<file path="src/rtl/rast_pkg.sv">
`default_nettype none
// +--------------------------------------------------------------------+
// | rast_pkg: shared rasterizer front-end defaults, arbiter state type |
// | and MSAA encoding helper.                         Revision: 1.0    |
// +--------------------------------------------------------------------+
package rast_pkg;
  localparam int SIGFIG = 24;
  localparam int RADIX  = 10;
  localparam int VERTS  = 3;
  localparam int AXIS   = 3;
  localparam int COLORS = 3;

  typedef enum logic [1:0] {
    RUN   = 2'd0,
    DRAIN = 2'd1,
    CFG   = 2'd2
  } arb_state_t;

  typedef struct packed {
    logic        legal;
    logic [3:0]  sub;
    logic [31:0] lg2;
  } msaa_enc_t;

  // Subsample interval is one-hot, widest interval for no MSAA.
  function automatic msaa_enc_t msaa_encode(input logic [31:0] msaa);
    msaa_enc_t e;
    e.legal = 1'b1;
    e.sub   = 4'b0100;
    e.lg2   = 32'd1;
    case (msaa)
      32'd1:   begin e.sub = 4'b1000; e.lg2 = 32'd0; end
      32'd4:   begin e.sub = 4'b0100; e.lg2 = 32'd1; end
      32'd16:  begin e.sub = 4'b0010; e.lg2 = 32'd2; end
      32'd64:  begin e.sub = 4'b0001; e.lg2 = 32'd3; end
      default: e.legal = 1'b0;
    endcase
    return e;
  endfunction
endpackage
`default_nettype wire

</file>
<file path="src/rtl/rast_backface_cull.sv">
`default_nettype none
// +--------------------------------------------------------------------+
// | rast_backface_cull: combinational winding check on x/y; flags      |
// | triangles whose cross-product z is non-negative.  Revision: 1.0    |
// +--------------------------------------------------------------------+
module rast_backface_cull #(
  parameter int SIGFIG = rast_pkg::SIGFIG,
  parameter int VERTS  = rast_pkg::VERTS,
  parameter int AXIS   = rast_pkg::AXIS
) (
  input  logic signed [VERTS-1:0][AXIS-1:0][SIGFIG-1:0] tri_in,
  output logic                                          to_cull
);
  localparam int EW = SIGFIG + 1;
  localparam int CW = 2 * SIGFIG + 3;

  function automatic logic signed [EW-1:0] sx_e(input logic [SIGFIG-1:0] v);
    return {v[SIGFIG-1], v};
  endfunction

  function automatic logic signed [CW-1:0] sx_c(input logic [EW-1:0] v);
    return {{(CW-EW){v[EW-1]}}, v};
  endfunction

  logic signed [EW-1:0] e0x, e0y, e1x, e1y;
  logic signed [CW-1:0] cz;
  logic                 unused_z;

  assign e0x = sx_e(tri_in[1][0]) - sx_e(tri_in[0][0]);
  assign e0y = sx_e(tri_in[1][1]) - sx_e(tri_in[0][1]);
  assign e1x = sx_e(tri_in[2][0]) - sx_e(tri_in[1][0]);
  assign e1y = sx_e(tri_in[2][1]) - sx_e(tri_in[1][1]);

  assign cz      = sx_c(e0x) * sx_c(e1y) - sx_c(e0y) * sx_c(e1x);
  assign to_cull = ~cz[CW-1];

  // Depth and any extra axes do not affect facing.
  assign unused_z = ^{tri_in[0][AXIS-1:2], tri_in[1][AXIS-1:2], tri_in[2][AXIS-1:2]};
endmodule
`default_nettype wire

</file>
<file path="src/rtl/rast_tri_arbiter.sv">
`default_nettype none
// +--------------------------------------------------------------------+
// | rast_tri_arbiter: round-robin triangle port sharing, back-face     |
// | culling and drained screen/MSAA reconfiguration.  Revision: 1.0    |
// +--------------------------------------------------------------------+
module rast_tri_arbiter #(
  parameter int SIGFIG    = rast_pkg::SIGFIG,
  parameter int RADIX     = rast_pkg::RADIX,
  parameter int VERTS     = rast_pkg::VERTS,
  parameter int AXIS      = rast_pkg::AXIS,
  parameter int COLORS    = rast_pkg::COLORS,
  parameter int NREQ      = 2,
  parameter int DRAIN_CYC = 4
) (
  input  logic                                                   clk,
  input  logic                                                   rst,
  input  logic [NREQ-1:0]                                        req_valid,
  output logic [NREQ-1:0]                                        req_ready,
  input  logic signed [NREQ-1:0][VERTS-1:0][AXIS-1:0][SIGFIG-1:0] req_tri,
  input  logic [NREQ-1:0][COLORS-1:0][SIGFIG-1:0]                req_color,
  input  logic                                                   halt_RnnnnL,
  output logic signed [VERTS-1:0][AXIS-1:0][SIGFIG-1:0]          tri_R10S,
  output logic [COLORS-1:0][SIGFIG-1:0]                          color_R10U,
  output logic                                                   validTri_R10H,
  output logic signed [1:0][SIGFIG-1:0]                          screen_RnnnnS,
  output logic [3:0]                                             subSample_RnnnnU,
  output logic [31:0]                                            ss_w_lg2_RnnnnS,
  input  logic                                                   cfg_req,
  input  logic [1:0][SIGFIG-1:0]                                 cfg_screen,
  input  logic [31:0]                                            cfg_msaa,
  output logic                                                   cfg_ack,
  output logic                                                   cfg_err,
  output logic [31:0]                                            tri_cnt,
  output logic [31:0]                                            cull_cnt
);
  import rast_pkg::*;

  localparam int RRW = $clog2(NREQ);
  localparam int DCW = $clog2(DRAIN_CYC + 1);
  localparam logic [SIGFIG-1:0] SCREEN_RST = SIGFIG'(32'd512 << RADIX);

  arb_state_t                             state;
  logic [RRW-1:0]                         rr_ptr, gnt_idx, rr_next, cand_idx;
  logic [DCW-1:0]                         idle_cnt;
  logic                                   gnt_found, grant_en, xfer, out_free, to_cull;
  logic [VERTS-1:0][AXIS-1:0][SIGFIG-1:0] sel_tri;
  logic [COLORS-1:0][SIGFIG-1:0]          sel_color;
  msaa_enc_t                              enc;
  int                                     cand;

  assign xfer     = validTri_R10H & halt_RnnnnL;
  assign out_free = ~validTri_R10H | xfer;
  assign grant_en = (state == RUN) & ~cfg_req & out_free & gnt_found;
  assign rr_next  = (gnt_idx == RRW'(NREQ - 1)) ? '0 : gnt_idx + 1'b1;

  always_comb begin
    gnt_found = 1'b0;
    gnt_idx   = '0;
    cand      = 0;
    cand_idx  = '0;
    for (int k = 0; k < NREQ; k++) begin
      cand     = (int'(rr_ptr) + k) % NREQ;
      cand_idx = RRW'(cand);
      if (!gnt_found && req_valid[cand_idx]) begin
        gnt_found = 1'b1;
        gnt_idx   = cand_idx;
      end
    end
  end

  always_comb begin
    req_ready = '0;
    if (grant_en) req_ready[gnt_idx] = 1'b1;
  end

  assign sel_tri   = req_tri[gnt_idx];
  assign sel_color = req_color[gnt_idx];

  rast_backface_cull #(
    .SIGFIG (SIGFIG),
    .VERTS  (VERTS),
    .AXIS   (AXIS)
  ) u_cull (
    .tri_in  (sel_tri),
    .to_cull (to_cull)
  );

  assign enc     = msaa_encode(cfg_msaa);
  assign cfg_ack = (state == CFG) &  enc.legal;
  assign cfg_err = (state == CFG) & ~enc.legal;

  always_ff @(posedge clk) begin
    if (rst) begin
      state            <= RUN;
      rr_ptr           <= '0;
      idle_cnt         <= '0;
      validTri_R10H    <= 1'b0;
      tri_R10S         <= '0;
      color_R10U       <= '0;
      screen_RnnnnS    <= {SCREEN_RST, SCREEN_RST};
      subSample_RnnnnU <= 4'b0100;
      ss_w_lg2_RnnnnS  <= 32'd1;
      tri_cnt          <= '0;
      cull_cnt         <= '0;
    end else begin
      if (xfer) begin
        validTri_R10H <= 1'b0;
        tri_cnt       <= tri_cnt + 32'd1;
      end
      // A fresh load in the same cycle as a transfer keeps valid high.
      if (grant_en) begin
        rr_ptr <= rr_next;
        if (to_cull) begin
          cull_cnt <= cull_cnt + 32'd1;
        end else begin
          tri_R10S      <= sel_tri;
          color_R10U    <= sel_color;
          validTri_R10H <= 1'b1;
        end
      end

      case (state)
        RUN: begin
          if (cfg_req) begin
            state    <= DRAIN;
            idle_cnt <= '0;
          end
        end
        DRAIN: begin
          if (!validTri_R10H && halt_RnnnnL) begin
            if (idle_cnt == DCW'(DRAIN_CYC - 1)) state <= CFG;
            else idle_cnt <= idle_cnt + 1'b1;
          end else begin
            idle_cnt <= '0;
          end
        end
        CFG: begin
          if (enc.legal) begin
            screen_RnnnnS    <= cfg_screen;
            subSample_RnnnnU <= enc.sub;
            ss_w_lg2_RnnnnS  <= enc.lg2;
          end
          state <= RUN;
        end
        default: state <= RUN;
      endcase
    end
  end
endmodule
`default_nettype wire

</file>
<file path="config.mk">
export PLATFORM = sky130hd
export DESIGN_NAME = rast_tri_arbiter
export DESIGN_NICKNAME = d
export VERILOG_FILES = /design/src/rtl/rast_pkg.sv /design/src/rtl/rast_backface_cull.sv /design/src/rtl/rast_tri_arbiter.sv
export SDC_FILE = /design/constraint.sdc
export NUM_CORES = 2
export LEC_CHECK = 0
export ABC_AREA = 1
export BUFFER_PORTS_ARGS = -buffer_cell sky130_fd_sc_hd__buf_2
export CAP_MARGIN = 0
export CELL_PAD_IN_SITES_DETAIL_PLACEMENT = 2
export CELL_PAD_IN_SITES_GLOBAL_PLACEMENT = 2
export CORE_MARGIN = 5
export CORE_UTILIZATION = 37
export CTS_CLUSTER_SIZE = 28
export DETAILED_ROUTE_END_ITERATION = 10
export MAX_ROUTING_LAYER = met4
export PLACE_DENSITY = 0.95
export SETUP_SLACK_MARGIN = 0.2
export SLEW_MARGIN = 0
export SYNTH_ARGS = -nofsm -noshare
export SYNTH_HDL_FRONTEND = slang
export SYNTH_HIERARCHICAL = 1
export SYNTH_SLANG_ARGS = --single-unit
</file>
<file path="constraint.sdc">
create_clock -name clk -period 34.5 [get_ports clk]
set_input_delay 6.9 -clock clk [delete_from_list [all_inputs] [get_ports clk]]
set_output_delay 6.9 -clock clk [all_outputs]
set_load 0.02 [all_outputs]
</file>
==> results of run 1 <==
## synth_stat cells, types with 4 or more instances
library cell	count	area, um2
xor2_2	7	114
nor2_1	982	3690
dfxtp_1	413	8270
nand3b_1	54	405
buf_4	44	330
inv_1	1952	7330
nand4_1	34	213
xnor2_1	28	245
buf_6	8	90.1
buf_2	135	676
nor2_2	19	119
inv_2	23	86.3
or2_1	4	25.0
nand2_2	19	119
or2_2	14	87.6
a31oi_1	72	450
buf_1	7	26.3
nor4_1	7	43.8
a21oi_1	387	1940
clkinv_1	7	26.3
ha_1	366	4580
o21ai_0	148	741
a21o_1	6	45.0
nand2_1	2419	9080
o21bai_1	17	128
fa_1	1456	29100
o211ai_1	6	45.0
o21ai_1	7	35.0
xor2_1	43	377
nand3_1	134	671
clkbuf_1	195	732
o21a_1	7	52.6
nor3_1	53	265
a21oi_2	4	35.0
## routing by layer
layer / global-route usage / overflow
met4: 0.697 / 11
met2: 0.867 / 13
met3: 0.469 / 1
met1: 0.589 / 0
met5: - / -
## cell families after synthesis
logic type | synth area share
buf+inv | 0.132
other cells | 0.0000531
simple gates | 0.211
xor+xnor | 0.0124
flops | 0.117
fa+ha+maj | 0.477
compound gates | 0.0505
## stage by stage
step                 util  area (um2)  setup slack [ns]  instances
floorplan               -       70800             16.57       9151
global placement    0.412       78300             11.76      12436
detailed placement  0.412       78300             10.02      12436
CTS                 0.422       80200             10.62      12536
==> metrics.cfg, run 1 <==
[synthesis]
yosysWarnings = 6
syn-instance-count = 9122
async_flop_share = 0
synth.avg_cell_area_um2 = 7.75
ys_types = 60
ys_seq_area_frac = 0.117
syn-cell-area_um2 = 70700
synth_enable_flop_cells = 0
ys.flop_type = dfxtp_1
ys_ff_latch = 413

[status]
status = stopped before the end
firstError = [ERROR GRT-0232] Routing congestion too high. Check the congestion heatmap in the GUI.
stop_stage = global routing

[floorplanning]
rows = 160
chipHeight_um = 447
io-pin-count = 1103
dieWidth_um = 447
start_util = 0.372

[clocking]
cts_setup_buffers = 0
cts_root_buf = clkbuf_16
clk_path_buf_depth = 3
cts.sinks = 413
cts_max_level = 2
cts_resized = 0
numCtsBuffers = 54
hold_buffers = 0

[placement]
gp_congestion = 1.04
dp_hpwl_um = 404000
portBuffers = 1072

[grt]
grt_max_degree = 147
grt_overflow = 25
antenna_found_initial = 138
grt_use_total = 0.659

==> inputs of run 2 (changes only) <==
Settings changed: CELL_PAD_IN_SITES_DETAIL_PLACEMENT 2 to unset, CELL_PAD_IN_SITES_GLOBAL_PLACEMENT 2 to unset, CORE_UTILIZATION 37 to 40, CTS_CLUSTER_SIZE 28 to unset, MAX_ROUTING_LAYER met4 to unset, PLACE_DENSITY 0.95 to unset, PLACE_DENSITY_LB_ADDON set to 0.15, SETUP_SLACK_MARGIN 0.2 to unset.
==> run 2 against run 1 <==
- synthesized cell count stayed put
- the flow now finishes without violations
- area after synthesis did not move
==> metrics.cfg, run 2 <==
[critical_path]
reg2regPathDepth = 40
reg2reg_slack_ns = 18.12
cpPeakStageDelay_ns = 1.07
r2r_start = rr_ptr$_SDFFE_PP0P_
cp_max_fo = 80
criticalPathCategory = input port to flop
startpoint_type = input port
cp-end-kind = flop
cp_slowest_cell = xnor2_1
cp.arrival_ns = 22.93
rr_endpoint = tri_R10S[185]$_SDFFE_PP0P_
required_ns = 35.12
cp_common_cell = fa_1

[route]
ant_nets = 0
drcViolationCount = 0
vias_per_cell = 5.17
wl_um = 345000
drtPass1Iterations = 8
wl_per_cell_um = 27.9
via_count = 64052
drt-initial-drc-count = 5294

[synthesis]
synth_top_area_frac = 0.412  ; unchanged
synth.area.mux_share = 0  ; unchanged
syn-instance-count = 9122  ; unchanged
async_flop_share = 0  ; unchanged
synth_compound_gate_area_share = 0.0505  ; unchanged
yosys-top-cells-count = 2419 x nand2_1, 1952 x inv_1, 1456 x fa_1
syn-cell-area_um2 = 70700  ; unchanged
synth_simple_gate_area_frac = 0.211  ; unchanged
synth.avg_cell_area_um2 = 7.75  ; unchanged
yosysWarnings = 6  ; unchanged
ys_seq_area_frac = 0.117  ; unchanged
post-synth-top-count-cell = nand2_1
yosys.area.top_type = fa_1
ys_ff_latch = 413  ; unchanged
ys_types = 60  ; unchanged
synth_adder_area_share = 0.477  ; unchanged
synth_top_family_by_area = adder cells
ys.flop_type = dfxtp_1
synth_area_leaders = fa_1 41%, nand2_1 13%, dfxtp_1 12%
synth_enable_flop_cells = 0  ; unchanged
synth_xor_area_frac = 0.0124  ; unchanged

[cells_and_area]
multi_input_area_um2 = 53400
final_cell_mix = 2419 x nand2_1, 1951 x inv_1, 1456 x fa_1
post-route-util = 0.455
regMostFlops = tri_R10S
drive_gt1_frac = 0.138
fill_cells = 18022
final_nets = 12472
layout_commonest_cell = nand2_1
area_delta_synth_final_pct = 13.3
largestRegisters = tri_R10S (216), color_R10U (72), screen_RnnnnS (48)
regArea_um2 = 8270
largest_reg_flops = 216

[placement]
portBuffers = 1072  ; unchanged
dp_slack_ns = 11.79  ; +1.77 ns
gp_congestion = 1.06  ; +2.2%
dp_hpwl_um = 296000  ; -27%

[floorplanning]
dieWidth_um = 430  ; -3.7%
start_util = 0.402  ; +0.0301
chipHeight_um = 430  ; -3.7%
core_area_um2 = 176000
rows = 154  ; -3.8%
design.die.area_um2 = 185000
io-pin-count = 1103  ; unchanged

[timing]
worst_slew_pin_slew_ns = 1.37
rsz0062_at_grt = false
finalSetupTns_ns = 0
clock_skew_ns = 0.0365
max_freq_mhz = 44.8
fin_ws_ns = 12.19
min_period_over_period = 0.647
maxSlewViolCount = 0
slew_headroom = 0.0777
min_period_ns = 22.31
setup_violations = 0
final_hold_viol_count = 0

[hold_path]
min_to = screen_RnnnnS[19]$_SDFFE_PP1P_
holdCritPathClass = flop to flop
min_path_cells = 2
min-delay-start = screen_RnnnnS[19]$_SDFFE_PP1P_

[status]
status = complete, no violations

[clocking]
cts.clk_slew.worst_paths_ns = 0.06
cts_max_level = 2  ; unchanged
cts_tree = built
insertion_delay_ns = 0.71
cts_root_buf = clkbuf_16
clk_path_buf_depth = 3  ; unchanged
cts_resized = 0  ; unchanged
cts.sinks = 413  ; unchanged
cts_setup_buffers = 0  ; unchanged
numCtsBuffers = 55  ; +1.9%
hold_buffers = 0  ; unchanged

[grt]
antenna_found_initial = 42
grt_overflow = 0
grt_pass1_wl_um = 485000
grt_pass1_vias = 65503
grt_max_degree = 133
grt_use_total = 0.368

[job]
drv_cap = 0

## run 2: cell counts after synthesis
Identical to the previous run, type by type.
## run 2: kinds of logic after synthesis
| logic type | count (synthesis) |
|---|---|
| AND/OR/NAND/NOR | 3761 |
| buffers and inverters | 2375 |
| adder cells (fa/ha/maj) | 1822 |
| other | 1 |
| AO/OA/AOI/OAI | 666 |
| flip-flops | 413 |
| XOR/XNOR | 84 |
## run 2: how the worst max path moves through the flow
stage / depth (start not counted) / start / slack (ns) / endpoint
finish: 42 / req_valid[0] / 12.19 / tri_R10S[185]$_SDFFE_PP0P_
floorplan: 47 / req_valid[0] / 16.57 / cull_cnt[14]$_SDFFE_PP0P_
global placement: 51 / req_valid[0] / 11.90 / tri_R10S[72]$_SDFFE_PP0P_
detailed placement: 51 / req_valid[0] / 11.79 / tri_R10S[185]$_SDFFE_PP0P_
CTS: 45 / req_valid[0] / 12.49 / tri_R10S[151]$_SDFFE_PP0P_
global route: 44 / req_valid[0] / 11.54 / tri_R10S[185]$_SDFFE_PP0P_
## run 2: worst max-delay path: cells and delay by family
kind	cells	cell delay, ns
AOI/OAI and AO/OA	3	0.43
xor gates and xnor gates	1	1.07
adders and majority gates	11	5.31
buffers and inverters	13	4.69
and+or+nand+nor	14	4.18
## run 2: per-stage QoR
| step | cells | hold slack [ns] | area (um2) |
|---|---|---|---|
| floorplan | 9151 | 0.442 | 70800 |
| global placement | 12271 | 0.445 | 78200 |
| detailed placement | 12271 | 0.443 | 78200 |
| CTS | 12371 | 0.455 | 80000 |
| global route | 12381 | 0.470 | 80100 |
| finish | 12396 | 0.453 | 80100 |
## run 2: routing by layer
metal / track usage / up-vias / part of all wire / wire [um]
li1: - / 28325 / - / -
met1: 0.439 / 31900 / 0.37 / 128000
met2: 0.574 / 3096 / 0.44 / 153000
met3: 0.0859 / 707 / 0.086 / 29900
met4: 0.286 / 24 / 0.10 / 35000
met5: 0 / - / 0.00043 / 150
## run 2: area by class of cell
class / count / area share
clock inverters: 19 / 0.00287
well taps: 2340 / 0.0366
inverters: 1984 / 0.0932
diodes: 25 / 0.000781
flip-flops and latches: 413 / 0.103
multi-input cells: 6363 / 0.667
repair buffers: 1171 / 0.0765
clock buffers: 81 / 0.0200
Power of run 2 is not shown: default switching activity piles up to over one toggle a cycle in this logic, so the estimate is an artifact.
